$ cat config.mk
export PLATFORM = sky130hd
export DESIGN_NAME = sudoku_dp_flat
export DESIGN_NICKNAME = d
export VERILOG_FILES = /design/src/rtl/sudoku_pkg.sv /design/src/rtl/sudoku_dp_if.sv /design/src/rtl/sudoku_lfsr.sv /design/src/rtl/sudoku_dp.sv /design/src/flat_wrapper.sv
export SDC_FILE = /design/constraint.sdc
export NUM_CORES = 1
export LEC_CHECK = 0
export ABC_AREA = 1
export BUFFER_PORTS_ARGS = -buffer_cell sky130_fd_sc_hd__buf_2
export CAP_MARGIN = 20
export CORE_MARGIN = 4
export CORE_UTILIZATION = 30
export CTS_CLUSTER_DIAMETER = 50
export DETAILED_ROUTE_END_ITERATION = 6
export GPL_TIMING_DRIVEN = 0
export PLACE_DENSITY = 0.43
export SYNTH_ARGS = -nofsm -noshare
export SYNTH_HDL_FRONTEND = slang
export SYNTH_HIERARCHICAL = 1
export SYNTH_SLANG_ARGS = --single-unit
$ cat constraint.sdc
create_clock -name clka -period 3.1 [get_ports clka]
set_input_delay 0.31 -clock clka [delete_from_list [all_inputs] [get_ports clka]]
set_output_delay 0.31 -clock clka [all_outputs]
set_load 0.02 [all_outputs]
$ cat src/rtl/sudoku_pkg.sv
// Shared constants, types and helpers for the 4x4 sudoku datapath.
package sudoku_pkg;

  localparam int unsigned CellW    = 3;
  localparam int unsigned NumCells = 16;
  localparam int unsigned BoardW   = CellW * NumCells;

  localparam logic [7:0] LfsrSeed = 8'h5A;

  typedef logic [CellW-1:0]  cell_t;
  typedef logic [BoardW-1:0] board_t;
  typedef logic [NumCells-1:0] mask_t;

  // Operation selected for the current cycle, already priority-resolved.
  typedef enum logic [1:0] {
    OpIdle,
    OpSetDiff,
    OpSetBoard,
    OpCommit
  } op_e;

  // Solution templates, one nibble per cell, cell 0 in the most significant nibble
  // so the literal reads row by row.
  localparam logic [63:0] TEMPLATE [4] = '{
    64'h1234_3412_2143_4321,
    64'h1234_3412_4321_2143,
    64'h2143_4321_1234_3412,
    64'h2143_4321_3412_1234
  };

  // Bit i set means cell i is blanked for the player.
  localparam logic [15:0] BLANK_MASK [4] = '{
    16'h8421,
    16'h8C61,
    16'hA5A5,
    16'hB5E5
  };

  // Picks a template and relabels every digit v -> ((v-1+shift) mod 4)+1.
  function automatic board_t build_solution(logic [1:0] tsel, logic [1:0] shift);
    board_t     b;
    logic [3:0] v;
    logic [3:0] r;
    b = '0;
    for (int i = 0; i < int'(NumCells); i++) begin
      v = TEMPLATE[tsel][63-4*i -: 4];
      r = ((v - 4'd1 + {2'b00, shift}) & 4'd3) + 4'd1;
      b[CellW*i +: CellW] = r[CellW-1:0];
    end
    return b;
  endfunction

  // 16-bit rotate left.
  function automatic mask_t rotl16(mask_t x, logic [3:0] n);
    logic [31:0] d;
    d = {x, x} << n;
    return d[31:16];
  endfunction

  // Clears every cell whose mask bit is set.
  function automatic board_t apply_mask(board_t b, mask_t m);
    board_t r;
    r = b;
    for (int i = 0; i < int'(NumCells); i++) begin
      if (m[i]) r[CellW*i +: CellW] = '0;
    end
    return r;
  endfunction

endpackage

$ cat src/rtl/sudoku_dp_if.sv
// Controller-to-datapath bundle: phase flags and operands in, board status out.
interface sudoku_dp_if;

  logic                  gen_rand_flag;
  logic                  set_board_flag;
  logic                  set_diff_flag;
  logic                  row_flag;
  logic                  col_flag;
  logic                  val_flag;
  logic                  check_flag;
  logic [1:0]            diff_in;
  logic [1:0]            sel_in;
  logic [2:0]            val_in;

  logic                  solved;
  sudoku_pkg::board_t    board;
  sudoku_pkg::mask_t     given;
  logic                  bad_move;
  logic [3:0]            mistakes;
  logic [1:0]            cur_row;
  logic [1:0]            cur_col;

  // Controller side.
  modport master (
    output gen_rand_flag, set_board_flag, set_diff_flag, row_flag, col_flag, val_flag,
           check_flag, diff_in, sel_in, val_in,
    input  solved, board, given, bad_move, mistakes, cur_row, cur_col
  );

  // Datapath side.
  modport slave (
    input  gen_rand_flag, set_board_flag, set_diff_flag, row_flag, col_flag, val_flag,
           check_flag, diff_in, sel_in, val_in,
    output solved, board, given, bad_move, mistakes, cur_row, cur_col
  );

endinterface

$ cat src/rtl/sudoku_lfsr.sv
// 8-bit Fibonacci LFSR, polynomial x^8+x^6+x^5+x^4+1, advances only when en is high.
module sudoku_lfsr
  import sudoku_pkg::*;
(
  input  logic       clka,
  input  logic       restart,
  input  logic       en,
  output logic [7:0] value
);

  logic [7:0] lfsr_q, lfsr_d;
  logic       fb;

  // Next-state: shift left with feedback from taps 8,6,5,4.
  always_comb begin
    fb     = lfsr_q[7] ^ lfsr_q[5] ^ lfsr_q[4] ^ lfsr_q[3];
    lfsr_d = lfsr_q;
    if (en) lfsr_d = {lfsr_q[6:0], fb};
  end

  // State register; restart reloads the non-zero seed.
  always_ff @(posedge clka) begin
    if (restart) lfsr_q <= LfsrSeed;
    else         lfsr_q <= lfsr_d;
  end

  assign value = lfsr_q;

endmodule

$ cat src/rtl/sudoku_dp.sv
// 4x4 sudoku datapath: puzzle generation, move latching, move checking and scoring.
module sudoku_dp
  import sudoku_pkg::*;
(
  input  logic              clka,
  input  logic              restart,
  sudoku_dp_if.slave        bus
);

  logic [7:0] lfsr;

  sudoku_lfsr u_lfsr (
    .clka    (clka),
    .restart (restart),
    .en      (bus.gen_rand_flag),
    .value   (lfsr)
  );

  board_t     solution_q, solution_d;
  board_t     board_q, board_d;
  mask_t      given_q, given_d;
  logic       solved_q, solved_d;
  logic       bad_move_q, bad_move_d;
  logic [3:0] mistakes_q, mistakes_d;
  logic [1:0] cur_row_q, cur_row_d;
  logic [1:0] cur_col_q, cur_col_d;
  cell_t      pend_val_q, pend_val_d;
  logic       commit_done_q, commit_done_d;

  op_e        op;
  logic       commit_req;
  logic [3:0] cell_idx;
  cell_t      sol_val;
  logic       val_legal;
  logic       reject;
  logic       mismatch;
  board_t     board_wr;
  logic [3:0] mistakes_inc;
  mask_t      mask;

  // Commit is armed once per check_flag assertion and only after the value entry phase.
  assign commit_req = bus.check_flag & ~bus.val_flag & ~commit_done_q;

  // Priority-resolve the operation for this cycle.
  always_comb begin
    op = OpIdle;
    if (bus.set_diff_flag)       op = OpSetDiff;
    else if (bus.set_board_flag) op = OpSetBoard;
    else if (commit_req)         op = OpCommit;
  end

  // Evaluate the pending move against the board and solution.
  always_comb begin
    cell_idx  = {cur_row_q, cur_col_q};
    sol_val   = solution_q[CellW*cell_idx +: CellW];
    val_legal = (pend_val_q != '0) && (pend_val_q <= cell_t'(4));
    reject    = given_q[cell_idx] | ~val_legal;
    mismatch  = pend_val_q != sol_val;
    board_wr  = board_q;
    if (!reject) board_wr[CellW*cell_idx +: CellW] = pend_val_q;
    mistakes_inc = (mistakes_q == 4'hF) ? mistakes_q : mistakes_q + 4'd1;
    mask      = rotl16(BLANK_MASK[bus.diff_in], lfsr[7:4]);
  end

  // Next-state for all datapath registers.
  always_comb begin
    solution_d    = solution_q;
    board_d       = board_q;
    given_d       = given_q;
    solved_d      = solved_q;
    bad_move_d    = bad_move_q;
    mistakes_d    = mistakes_q;
    cur_row_d     = cur_row_q;
    cur_col_d     = cur_col_q;
    pend_val_d    = pend_val_q;
    commit_done_d = commit_done_q;

    // Selection latches run independently of the operation decode.
    if (bus.row_flag) cur_row_d  = bus.sel_in;
    if (bus.col_flag) cur_col_d  = bus.sel_in;
    if (bus.val_flag) pend_val_d = bus.val_in;

    if (!bus.check_flag) commit_done_d = 1'b0;

    unique case (op)
      OpSetDiff: begin
        board_d    = apply_mask(solution_q, mask);
        given_d    = ~mask;
        solved_d   = 1'b0;
        bad_move_d = 1'b0;
      end
      OpSetBoard: begin
        solution_d = build_solution(lfsr[1:0], lfsr[3:2]);
      end
      OpCommit: begin
        commit_done_d = 1'b1;
        board_d       = board_wr;
        solved_d      = (board_wr == solution_q);
        if (reject) begin
          bad_move_d = 1'b1;
          mistakes_d = mistakes_inc;
        end else begin
          bad_move_d = mismatch;
          if (mismatch) mistakes_d = mistakes_inc;
        end
      end
      OpIdle: begin
      end
    endcase
  end

  // State registers; restart clears everything and overrides any flag.
  always_ff @(posedge clka) begin
    if (restart) begin
      solution_q    <= '0;
      board_q       <= '0;
      given_q       <= '0;
      solved_q      <= 1'b0;
      bad_move_q    <= 1'b0;
      mistakes_q    <= '0;
      cur_row_q     <= '0;
      cur_col_q     <= '0;
      pend_val_q    <= '0;
      commit_done_q <= 1'b0;
    end else begin
      solution_q    <= solution_d;
      board_q       <= board_d;
      given_q       <= given_d;
      solved_q      <= solved_d;
      bad_move_q    <= bad_move_d;
      mistakes_q    <= mistakes_d;
      cur_row_q     <= cur_row_d;
      cur_col_q     <= cur_col_d;
      pend_val_q    <= pend_val_d;
      commit_done_q <= commit_done_d;
    end
  end

  assign bus.board    = board_q;
  assign bus.given    = given_q;
  assign bus.solved   = solved_q;
  assign bus.bad_move = bad_move_q;
  assign bus.mistakes = mistakes_q;
  assign bus.cur_row  = cur_row_q;
  assign bus.cur_col  = cur_col_q;

endmodule

$ cat src/flat_wrapper.sv
// flat-port wrapper written by rule: the top's interface ports become plain ports
module sudoku_dp_flat import sudoku_pkg::*;
  (clka, restart, bus_gen_rand_flag, bus_set_board_flag, bus_set_diff_flag, bus_row_flag, bus_col_flag, bus_val_flag, bus_check_flag, bus_diff_in, bus_sel_in, bus_val_in, bus_solved, bus_board, bus_given, bus_bad_move, bus_mistakes, bus_cur_row, bus_cur_col);
  sudoku_dp_if bus_i ();
  input  logic clka;
  input  logic restart;
  input wire logic [$bits(bus_i.gen_rand_flag)-1:0] bus_gen_rand_flag;
  input wire logic [$bits(bus_i.set_board_flag)-1:0] bus_set_board_flag;
  input wire logic [$bits(bus_i.set_diff_flag)-1:0] bus_set_diff_flag;
  input wire logic [$bits(bus_i.row_flag)-1:0] bus_row_flag;
  input wire logic [$bits(bus_i.col_flag)-1:0] bus_col_flag;
  input wire logic [$bits(bus_i.val_flag)-1:0] bus_val_flag;
  input wire logic [$bits(bus_i.check_flag)-1:0] bus_check_flag;
  input wire logic [$bits(bus_i.diff_in)-1:0] bus_diff_in;
  input wire logic [$bits(bus_i.sel_in)-1:0] bus_sel_in;
  input wire logic [$bits(bus_i.val_in)-1:0] bus_val_in;
  output wire logic [$bits(bus_i.solved)-1:0] bus_solved;
  output wire logic [$bits(bus_i.board)-1:0] bus_board;
  output wire logic [$bits(bus_i.given)-1:0] bus_given;
  output wire logic [$bits(bus_i.bad_move)-1:0] bus_bad_move;
  output wire logic [$bits(bus_i.mistakes)-1:0] bus_mistakes;
  output wire logic [$bits(bus_i.cur_row)-1:0] bus_cur_row;
  output wire logic [$bits(bus_i.cur_col)-1:0] bus_cur_col;
  assign bus_i.gen_rand_flag = bus_gen_rand_flag;
  assign bus_i.set_board_flag = bus_set_board_flag;
  assign bus_i.set_diff_flag = bus_set_diff_flag;
  assign bus_i.row_flag = bus_row_flag;
  assign bus_i.col_flag = bus_col_flag;
  assign bus_i.val_flag = bus_val_flag;
  assign bus_i.check_flag = bus_check_flag;
  assign bus_i.diff_in = bus_diff_in;
  assign bus_i.sel_in = bus_sel_in;
  assign bus_i.val_in = bus_val_in;
  assign bus_solved = bus_i.solved;
  assign bus_board = bus_i.board;
  assign bus_given = bus_i.given;
  assign bus_bad_move = bus_i.bad_move;
  assign bus_mistakes = bus_i.mistakes;
  assign bus_cur_row = bus_i.cur_row;
  assign bus_cur_col = bus_i.cur_col;
  sudoku_dp u_core (.clka(clka), .restart(restart), .bus(bus_i));
endmodule
==> qor.txt, run 1 <==
Status: finished clean
Port bufs: 88
EDFF count, synth: 0
CP Launch Type: flop
First-pass GRT wire length: 60100 µm
Drt wl/cell: 23.4 µm
Remaining Overflow, GRT: 0
Power Total: 4800 µW
RSZ-0062 raised after global routing: yes
Initial DRC count: 1167
Clk sinks: 104
CTS Hold Bufs: 0
Final period util: 98.6%
HP Class: input pin to flop
Layout Skew: 0.0148 ns
Max Root-Sink Buffers: 2
Vias per cell: 5.57
Cell variety after synth: 39
CTS buffer count: 9
Endpoints failing hold: 0
Number of global-route vias before repair: 8880
Final #Nets: 1479
WHS Endpoint: u_core/u_lfsr/value[5]
Final slew viol count: 0
RePlAce Congestion: 1.05
Initial Util: 30.5%
Die height: 171 µm
R2R Setup Slk: 0.04 ns
Synth cell count leaders: nand2_1 (435), nand3_1 (161), inv_1 (137)
VDD IR max: 0.231 mV
Die area: 0.0291 mm²
Share of cells above drive strength 1: 12.0%
Top cell type's share of synthesized area: 26.2%
CTS tree: built
LEAKAGE: 0.00438 µW
Clock share of power: 24.7%
Synthesized area: 0.00794 mm²
Switching power: 2230 µW
Cells on worst reg2reg path: 18
Gate power share: 43.3%
Worst slack, placed: -0.405 ns
# setup viols final: 0
CTS Root Cell: clkbuf_16
Largest cells by area after synthesis: dfxtp_1 (26%), nand2_1 (21%), nand3_1 (10%)
Worst r2r dst: u_core/bus.solved
Clk Latency, worst-skew pair: 0.37 ns
Power Dens Cells: 521 mW/mm²
Die Width: 171 µm
FP Rows: 59
Sequential Power Share: 31.9%
Final ANT Viol Nets: 0
Total number of vias: 9956
Worst Setup Path Type: flop to flop
I/O Pins: 90
Switching Share: 46.5%
H-tree depth: 3
CP startpoint: u_core/bus.cur_row[1]
Avg Inst Size Synth: 5.92 µm²
Max-cap viol count: 0
CORE AREA: 0.0261 mm²
Worst hold stages: 2
Final min period: 3.06 ns
Cells after synthesis: 1341
Area Overhead vs Synth: 16.0%
FF+latch count, synth: 104
Initial antenna violation count: 0
# DRC: 0
Crit path capture type: flop
Worst-path clk slew: 0.08 ns
Count leader, synth: nand2_1
Max_slew headroom: 20.3%
TritonRoute pass-1 iters: 7
FFs w/ async S/R, synth: 0%
CP Max Fanout: 10
Ant. Diodes: 0
Post-synth top area cell: dfxtp_1
Largest net degree at the start of global routing: 20
Max frequency: 0.327 GHz
Worst-Margin Slew: 1.18 ns
Syn_nets: 1372
CP arrival: 3.34 ns
Hold path startpoint: bus_gen_rand_flag
Int Power: 2570 µW
Total Wirelength: 41900 µm
Post-DP HPWL: 31900 µm
Register area share after synthesis: 26.2%
CP Data Required Time: 3.38 ns
Overall routing resource usage: 28.1%
Worst r2r src: u_core/bus.cur_row[1]
PnR worst setup slack: 0.0430 ns
Main synth FF type: dfxtp_1
Ys Warns: 6
-- worst max path at each step --
stage / to
floorplan: u_core/bus.solved
global placement: u_core/bus.solved
detailed placement: u_core/bus.solved
CTS: u_core/bus.solved
global route: u_core/bus.solved
finish: u_core/bus.solved
-- placed cells by master, fill, tap and decap left out, types with 2 or more instances in the layout --
master and instances:
o21ai_2 2, nor2_2 3, o21a_1 8, inv_8 2
buf_4 10, a31oi_1 29, buf_6 6, a22oi_1 5
nor2_1 69, dfxtp_1 101, nand4_1 54, nand2_1 434
xor2_1 9, inv_1 136, clkbuf_1 40, o22ai_1 4
nor3_1 7, nand3_2 4, ha_1 14, dfxtp_2 2
o21ai_0 95, clkbuf_16 9, buf_1 4, xnor2_1 4
a21oi_1 64, nand3_4 2, buf_2 111, inv_2 6
nand3_1 161, a32oi_1 7, a221oi_1 13, clkinv_1 4
clkinvlp_4 3, o211ai_1 11, o21ai_1 2, clkinv_4 2
-- per-stage QoR --
step	utilization, %	hold slack, ns	instances	setup TNS, ns	cell area (µm²)
2_1_floorplan	-	0.410	1341	0	7940
3_3_place_gp	33.8	0.448	1764	-0.966	8800
3_5_place_dp	33.8	0.460	1767	-0.612	8820
4_1_cts	35.2	0.138	1786	0	9170
5_1_grt	35.4	0.142	1788	-0.0882	9210
6_report	35.4	0.142	1788	0	9210
-- power by group through the flow --
stage	Sequential [µW]	Clock [µW]	Combinational (µW)
6_report	1530	1190	2080
3_3_place_gp	1560	0	1970
3_5_place_dp	1560	0	1970
2_1_floorplan	1600	0	1220
4_1_cts	1530	1220	2000
5_1_grt	1550	1270	2240
-- cells by family (layout without fill, tap and decap cells) --
group / Yosys count / count (layout) / synth area share [%]
buffers and inverters: 225 / 337 / 11.7
adder cells (fa/ha/maj): 15 / 15 / 2.36
multiplexers: 1 / 1 / 0.126
AO/OA/AOI/OAI: 243 / 243 / 17.7
XOR/XNOR: 14 / 14 / 1.64
AND/OR/NAND/NOR: 739 / 739 / 40.3
flip-flops: 104 / 104 / 26.2
-- final cells by class --
cell class / instances / area, µm²
Clock inverter: 7 / 63.8
Clock buffer: 9 / 225
Inverter: 148 / 562
Sequential cell: 104 / 2090
Buffer: 76 / 373
Fill cell: 2900 / 16800
Timing Repair Buffer: 97 / 515
Multi-Input combinational cell: 1012 / 4970
Tap cell: 335 / 419
-- worst max-delay path, cell delays in order, from the launching register on --
cell and delay (ns):
dfxtp_1 0.33, buf_2 0.26, clkinvlp_4 0.26, nand2_1 0.14, nor2_2 0.08, nor2_8 0.25
nand2_4 0.10, inv_2 0.10, buf_2 0.30, nand2_1 0.14, nand2_1 0.08, nand2_1 0.04
nand2_1 0.13, nand2_1 0.13, nor2_1 0.21, nand3_1 0.09, nor2_1 0.10, nand2_1 0.09
a21oi_1 0.13
-- state kept, by name (all words and copies together) (netlist names), 2 cells and up --
name / count
u_core/bus.cur_row: 2
u_core/solution_q: 18
u_core/bus.cur_col: 2
u_core/u_lfsr/value: 8
u_core/pend_val_q: 3
u_core/bus.given: 16
u_core/bus.board: 48
u_core/bus.mistakes: 4
-- routing by layer --
metal | part of all wire (%) | GRT usage (%) | routed length, µm | up-vias
met3 | 8.0 | 4.25 | 3350 | 84
met4 | 4.9 | 12.5 | 2060 | 0
met5 | 0 | 0 | 0 | -
met2 | 43 | 43.2 | 18200 | 473
met1 | 44 | 39.0 | 18300 | 4709
li1 | - | - | - | 4690
-- what timing repair did --
action,4_1_cts,5_1_grt
buffers inserted,4,2
gates resized for setup,9,11
endpoints found under the setup margin,1,3
pin swaps,1,0
(Power assumes the default switching activity.)
==> run 2, diff against run 1 <==
--- a/config.mk
+++ b/config.mk
@@ -8,7 +8,7 @@
 export ABC_AREA = 1
 export BUFFER_PORTS_ARGS = -buffer_cell sky130_fd_sc_hd__buf_2
 export CAP_MARGIN = 20
-export CORE_MARGIN = 4
+export CORE_MARGIN = 2
 export CORE_UTILIZATION = 30
 export CTS_CLUSTER_DIAMETER = 50
 export DETAILED_ROUTE_END_ITERATION = 6
==> run 2 against run 1 <==
Compared with the run above: sequential share of layout area down 0.27 points; power up 4.3%; clock-buffer cell count up 1; critical path depth down 2; utilization up 0.53 points; register-to-register slack better by 0.03 ns.
==> qor.txt, run 2 (synthesis gave the netlist of run 1 again) <==
Final min period: 3.03 ns
CP Launch Type: flop
Max Root-Sink Buffers: 2
Final period util: 97.6%
Crit path capture type: flop
Switching Share: 43.7%
LEAKAGE: 0.00444 µW
Area Overhead vs Synth: 17.4%
RSZ-0062 raised after global routing: yes
RePlAce Congestion: 1.04
Largest net degree at the start of global routing: 17
Initial DRC count: 1191
Endpoints failing hold: 0
CP Max Fanout: 10
Max_slew headroom: 22.2%
R2R Setup Slk: 0.07 ns
Worst hold stages: 2
Int Power: 2820 µW
Multi-input gate area: 0.00497 mm²
Drt wl/cell: 23.6 µm
First-pass GRT wire length: 61000 µm
CTS Hold Bufs: 0
Final #Nets: 1485
H-tree depth: 3
Die Width: 167 µm
Total number of vias: 9951
Clk sinks: 104
# DRC: 0
CTS Root Cell: clkbuf_16
# setup viols final: 0
VDD IR max: 0.292 mV
Switching power: 2190 µW
Max frequency: 0.330 GHz
Die area: 0.0278 mm²
Status: finished clean
Worst r2r dst: u_core/bus.solved
Cells on worst reg2reg path: 16
Worst-path clk slew: 0.08 ns
CP Data Required Time: 3.39 ns
Sequential Power Share: 30.7%
Final Util: 35.9%
FP Rows: 59
Worst Setup Path Type: flop to flop
Power Total: 5010 µW
Final ANT Viol Nets: 0
Post-DP HPWL: 32400 µm
Port bufs: 88
Worst r2r src: u_core/bus.cur_col[1]
CP arrival: 3.32 ns
I/O Pins: 90
TritonRoute pass-1 iters: 6
Total Wirelength: 42200 µm
Worst-Margin Slew: 1.16 ns
Remaining Overflow, GRT: 0
Initial Util: 30.6%
Vias per cell: 5.55
Power Dens Cells: 537 mW/mm²
Share of cells above drive strength 1: 12.7%
CP peak stage delay: 0.44 ns
CTS buffer count: 9
Number of global-route vias before repair: 9069
Layout Skew: 0.0120 ns
Hold path startpoint: bus_gen_rand_flag
Cell mode on critical path: nand2_1
HP Class: input pin to flop
Clock share of power: 27.6%
Overall routing resource usage: 29.8%
Filler instances: 3007
CORE AREA: 0.0260 mm²
Die height: 167 µm
CTS tree: built
Clk Latency, worst-skew pair: 0.37 ns
Slowest CP cell: dfxtp_4
Ant. Diodes: 0
Commonest non-fill, non-tap cells in the layout: nand2_1 (434), nand3_1 (160), inv_1 (135)
FF+latch area: 0.00209 mm²
Critical-path cell list: clkinvlp_4 -> ha_4 -> nand3_2 -> clkbuf_4 -> nand3_1 -> nor3_2 -> o21ai_0 -> nand2_1 -> nand3_1 -> nand2_1 -> nand2_1 -> nor2_1 -> nand3_1 -> nor2_1 -> nand2_1 -> a21oi_1
Initial antenna violation count: 0
Final slew viol count: 0
Max-cap viol count: 0
Most common cell after layout, fill and taps aside: nand2_1
WHS Endpoint: u_core/u_lfsr/value[5]
Max reg flops: 48
Gate power share: 41.8%
[run 2: routing by layer]
| layer | vias to the layer above | routed length (µm) | track usage (%) |
|---|---|---|---|
| met1 | 4675 | 18500 | 41.4 |
| met5 | - | 0 | 0 |
| met3 | 81 | 3780 | 5.20 |
| met2 | 499 | 17900 | 44.8 |
| met4 | 0 | 2020 | 13.7 |
| li1 | 4696 | - | - |
[run 2: power groups by stage]
stage / logic, µW / registers [µW] / clock network, µW
final: 2090 / 1530 / 1380
after global placement: 1980 / 1560 / 0
after global routing: 2270 / 1550 / 1450
after CTS: 2010 / 1530 / 1420
after floorplan: 1220 / 1600 / 0
after detailed placement: 1980 / 1560 / 0
[run 2: worst max-delay path, delay by kind of cell (launching register included)]
family / cells / cell delay, ns
AOI/OAI and AO/OA: 2 / 0.22
adders and majority gates: 1 / 0.21
and+or+nand+nor: 11 / 1.63
DFF: 1 / 0.44
buffers and inverters: 2 / 0.43
[run 2: metrics by stage]
step | setup WS [ns] | cell area, µm² | cells | TNS, ns | hold slack (ns)
2_1_floorplan | 0.564 | 7940 | 1341 | 0 | 0.410
3_3_place_gp | -0.390 | 8800 | 1764 | -4.04 | 0.453
3_5_place_dp | -0.372 | 8820 | 1768 | -2.75 | 0.453
4_1_cts | 0.0420 | 9230 | 1786 | 0 | 0.139
5_1_grt | -0.0437 | 9320 | 1793 | -0.0437 | 0.157
6_report | 0.0730 | 9320 | 1793 | 0 | 0.147
[run 2: worst max-delay path by stage]
stage | startpoint | end | slack [ns] | cells past startpoint
after floorplan | u_core/bus.cur_col[1] | u_core/bus.solved | 0.56 | 18
after global placement | u_core/bus.cur_col[1] | u_core/bus.solved | -0.39 | 16
after detailed placement | u_core/bus.cur_col[1] | u_core/bus.solved | -0.37 | 16
after CTS | u_core/bus.cur_col[1] | u_core/bus.solved | 0.04 | 16
after global routing | u_core/bus.cur_row[1] | u_core/bus.solved | -0.04 | 18
final | u_core/bus.cur_col[1] | u_core/bus.solved | 0.07 | 16
[run 2: final cells by class]
| type | instances | area share, % |
|---|---|---|
| multi-input cells | 1012 | 53.4 |
| flip-flops and latches | 104 | 22.4 |
| inverters | 148 | 6.07 |
| repair buffers | 103 | 5.88 |
| well taps | 335 | 4.50 |
| plain buffers | 76 | 4.13 |
| clock buffers | 10 | 2.56 |
| clock inverters | 5 | 1.11 |
[run 2: repair_timing]
action / CTS / global route
pin swaps: 1 / 1
setup endpoints to repair: 1 / 12
cloned: 0 / 0
setup buffers: 4 / 7
hold endpoints to repair: 0 / 0
gates resized for setup: 10 / 19
==> run 3, diff against run 2 <==
--- a/config.mk
+++ b/config.mk
@@ -16,5 +16,4 @@
 export PLACE_DENSITY = 0.43
 export SYNTH_ARGS = -nofsm -noshare
 export SYNTH_HDL_FRONTEND = slang
-export SYNTH_HIERARCHICAL = 1
 export SYNTH_SLANG_ARGS = --single-unit
==> run 3 against run 2 <==
Compared with the run above: first-iteration DRC count decreased by 17%; synthesized cell count up 1.5%; highest routed layer is now met5; critical path depth stayed put; area after synthesis decreased by 0.52%; critical path type unchanged.
==> qor.txt, run 3 <==
Final period util: 98.5%
Register area share after synthesis: 26.4%
Met1 usage: 45.1%
Largest cells by area after synthesis: dfxtp_1 (26%), nand2_1 (21%), nand3_1 (12%)
Max_slew headroom: 24.6%
Initial DRC count: 989
Worst-Margin Slew: 1.12 ns
First-pass GRT wire length: 63200 µm
H-tree depth: 3
Crit path max-delay family: simple AND/OR/NAND/NOR gates
CORE AREA: 0.0260 mm²
WP buf/inv: 2
Vias per cell: 5.55
Die height: 166 µm
Int Power: 2630 µW
Worst Setup Path Type: flop to flop
Main synth FF type: dfxtp_1
Die area: 0.0276 mm²
Avg Inst Size Synth: 5.80 µm²
CTS buffer count: 9
Top cell type's share of synthesized area: 26.4%
Switching power: 2330 µW
Drt wl/cell: 24.6 µm
Power Total: 4950 µW
Met2 GRT Util: 47.7%
Clk Latency, worst-skew pair: 0.37 ns
Post-synth top area cell: dfxtp_1
Max reg flops: 48
Number of global-route vias before repair: 9204
Switching Share: 47.0%
FFs w/ async S/R, synth: 0%
Sequential Power Share: 31.0%
Max-cap viol count: 0
Clk sinks: 104
Syn_nets: 1392
Synth cell count leaders: nand2_1 (442), nand3_1 (182), inv_1 (154)
GR Util met3: 4.48%
Total Wirelength: 44700 µm
Busiest grt layer: met2
FF+latch count, synth: 104
Critical-path cell list: inv_1 -> ha_4 -> clkinvlp_4 -> nand3_1 -> nand4_1 -> nand2_1 -> nand3_1 -> nand3_1 -> nand2_1 -> nor2_1 -> nand2_1 -> nor2_1 -> nand2_1 -> nor2_2 -> nand2_1 -> a21oi_1
Share of cells above drive strength 1: 14.0%
Total number of vias: 10100
CP Data Required Time: 3.40 ns
HP Class: input pin to flop
# DRC: 0
Initial Util: 30.4%
VDD IR max: 0.258 mV
CP Launch Type: flop
RSZ-0062 raised after global routing: yes
Endpoints failing hold: 0
Crit path capture type: flop
Max frequency: 0.328 GHz
Count leader, synth: nand2_1
CP Max Fanout: 9
CP peak stage delay: 0.45 ns
Layout Skew: 0.0137 ns
Power Dens Cells: 520 mW/mm²
CTS Root Cell: clkbuf_16
Area Overhead vs Synth: 20.6%
Placed Cells: 1789
Gate power share: 45.0%
Ys Warns: 0
Final ANT Viol Nets: 0
Remaining Overflow, GRT: 0
Synthesized area: 0.00790 mm²
Hold slack: 0.193 ns
Slowest CP cell: dfxtp_2
FP Rows: 59
Max Root-Sink Buffers: 2
RePlAce Congestion: 0.966
Initial antenna violation count: 1
Clock share of power: 24.0%
Final slew viol count: 0
Die Width: 166 µm
CTS tree: built
Largest net degree at the start of global routing: 19
Non-Filler Instances: 1817
Status: finished clean
Final #Nets: 1508
Port bufs: 88
Overall routing resource usage: 31.3%
CP arrival: 3.35 ns
Final min period: 3.05 ns
LEAKAGE: 0.00450 µW
Most common cell after layout, fill and taps aside: nand2_1
Ant. Diodes: 0
Cells after synthesis: 1361
Cell mode on critical path: nand2_1
Filler instances: 2991
Post-DP HPWL: 34400 µm
Worst-path clk slew: 0.08 ns
EDFF count, synth: 0
I/O Pins: 90
Commonest non-fill, non-tap cells in the layout: nand2_1 (429), nand3_1 (173), inv_1 (151)
TritonRoute pass-1 iters: 6
Cell variety after synth: 38
# setup viols final: 0
[run 3: cell count changes after synthesis, moves of 5 or more]
cell / before / now
clkbuf_1: 41 / 47
buf_6: 6 / 1
inv_1: 137 / 154
nand2_1: 435 / 442
a31oi_1: 29 / 35
nand4_1: 54 / 41
nand3_1: 161 / 182
[run 3: path summary, 6_finish.rpt]
| path | from | slack (ns) | cells past startpoint | end |
|---|---|---|---|---|
| max | u_core.bus.cur_col[1] | 0.05 | 16 | u_core.bus.solved |
| min | bus_check_flag | 0.19 | 3 | u_core.commit_done_q |
| max reg2reg | u_core.bus.cur_col[1] | 0.05 | 16 | u_core.bus.solved |
| min reg2reg | u_core.commit_done_q | 0.46 | 2 | u_core.commit_done_q |
[run 3: cell type report]
class                      count  area [µm²]  area share [%]
clock inverter                 6        50.0           0.525
clock buffer                  10         229            2.40
inverter                     160         606            6.36
buffer                        77         402            4.22
sequential                   104        2090            21.9
timing repair buffer         106         647            6.79
multi-input combinational   1019        5080            53.4
tap                          335         419            4.40
[run 3: worst register-to-register path: stages (launching register included)]
cell	delay (ns)
dfxtp_2	0.45
inv_1	0.23
ha_4	0.42
clkinvlp_4	0.19
nand3_1	0.27
nand4_1	0.14
nand2_1	0.08
nand3_1	0.12
nand3_1	0.12
nand2_1	0.07
nor2_1	0.16
nand2_1	0.12
nor2_1	0.10
nand2_1	0.11
nor2_2	0.16
nand2_1	0.11
a21oi_1	0.12
[run 3: layer usage]
metal  routed length [µm]  part of all wire, %
met2                18900                   42
met3                 3270                  7.3
met5                   13                0.029
met1                21000                   47
met4                 1500                  3.4
[run 3: power groups by stage]
stage | Clock [µW] | Combinational, µW | Sequential [µW]
2_1_floorplan | 0 | 1180 | 1600
4_1_cts | 1210 | 2050 | 1530
6_report | 1190 | 2230 | 1540
5_1_grt | 1260 | 2390 | 1550
3_5_place_dp | 0 | 1990 | 1560
3_3_place_gp | 0 | 1980 | 1560
[run 3: logic make-up after synthesis]
kind of cell | count (synthesis) | synth area share, %
AOI/OAI and AO/OA | 244 | 17.7
xor gates and xnor gates | 12 | 1.33
adders and majority gates | 15 | 2.38
buffers and inverters | 239 | 12.1
DFF | 104 | 26.4
and+or+nand+nor | 747 | 40.1
[run 3: what timing repair did]
| action | CTS | global route |
|---|---|---|
| pin swaps | 2 | 16 |
| endpoints found under the setup margin | 11 | 5 |
| cloned | 0 | 3 |
| resized for setup | 36 | 51 |
| hold buffers | 0 | 0 |
| buffers inserted | 4 | 7 |
[run 3: per-stage QoR]
stage | setup slack, ns | utilization, % | TNS [ns] | instance area (µm²)
2_1_floorplan | 0.183 | - | 0 | 7900
3_3_place_gp | -0.748 | 33.7 | -2.71 | 8760
3_5_place_dp | -0.770 | 33.9 | -2.33 | 8800
4_1_cts | 0.0111 | 35.5 | 0 | 9230
5_1_grt | -0.0811 | 36.7 | -0.0811 | 9530
6_report | 0.0466 | 36.7 | 0 | 9530
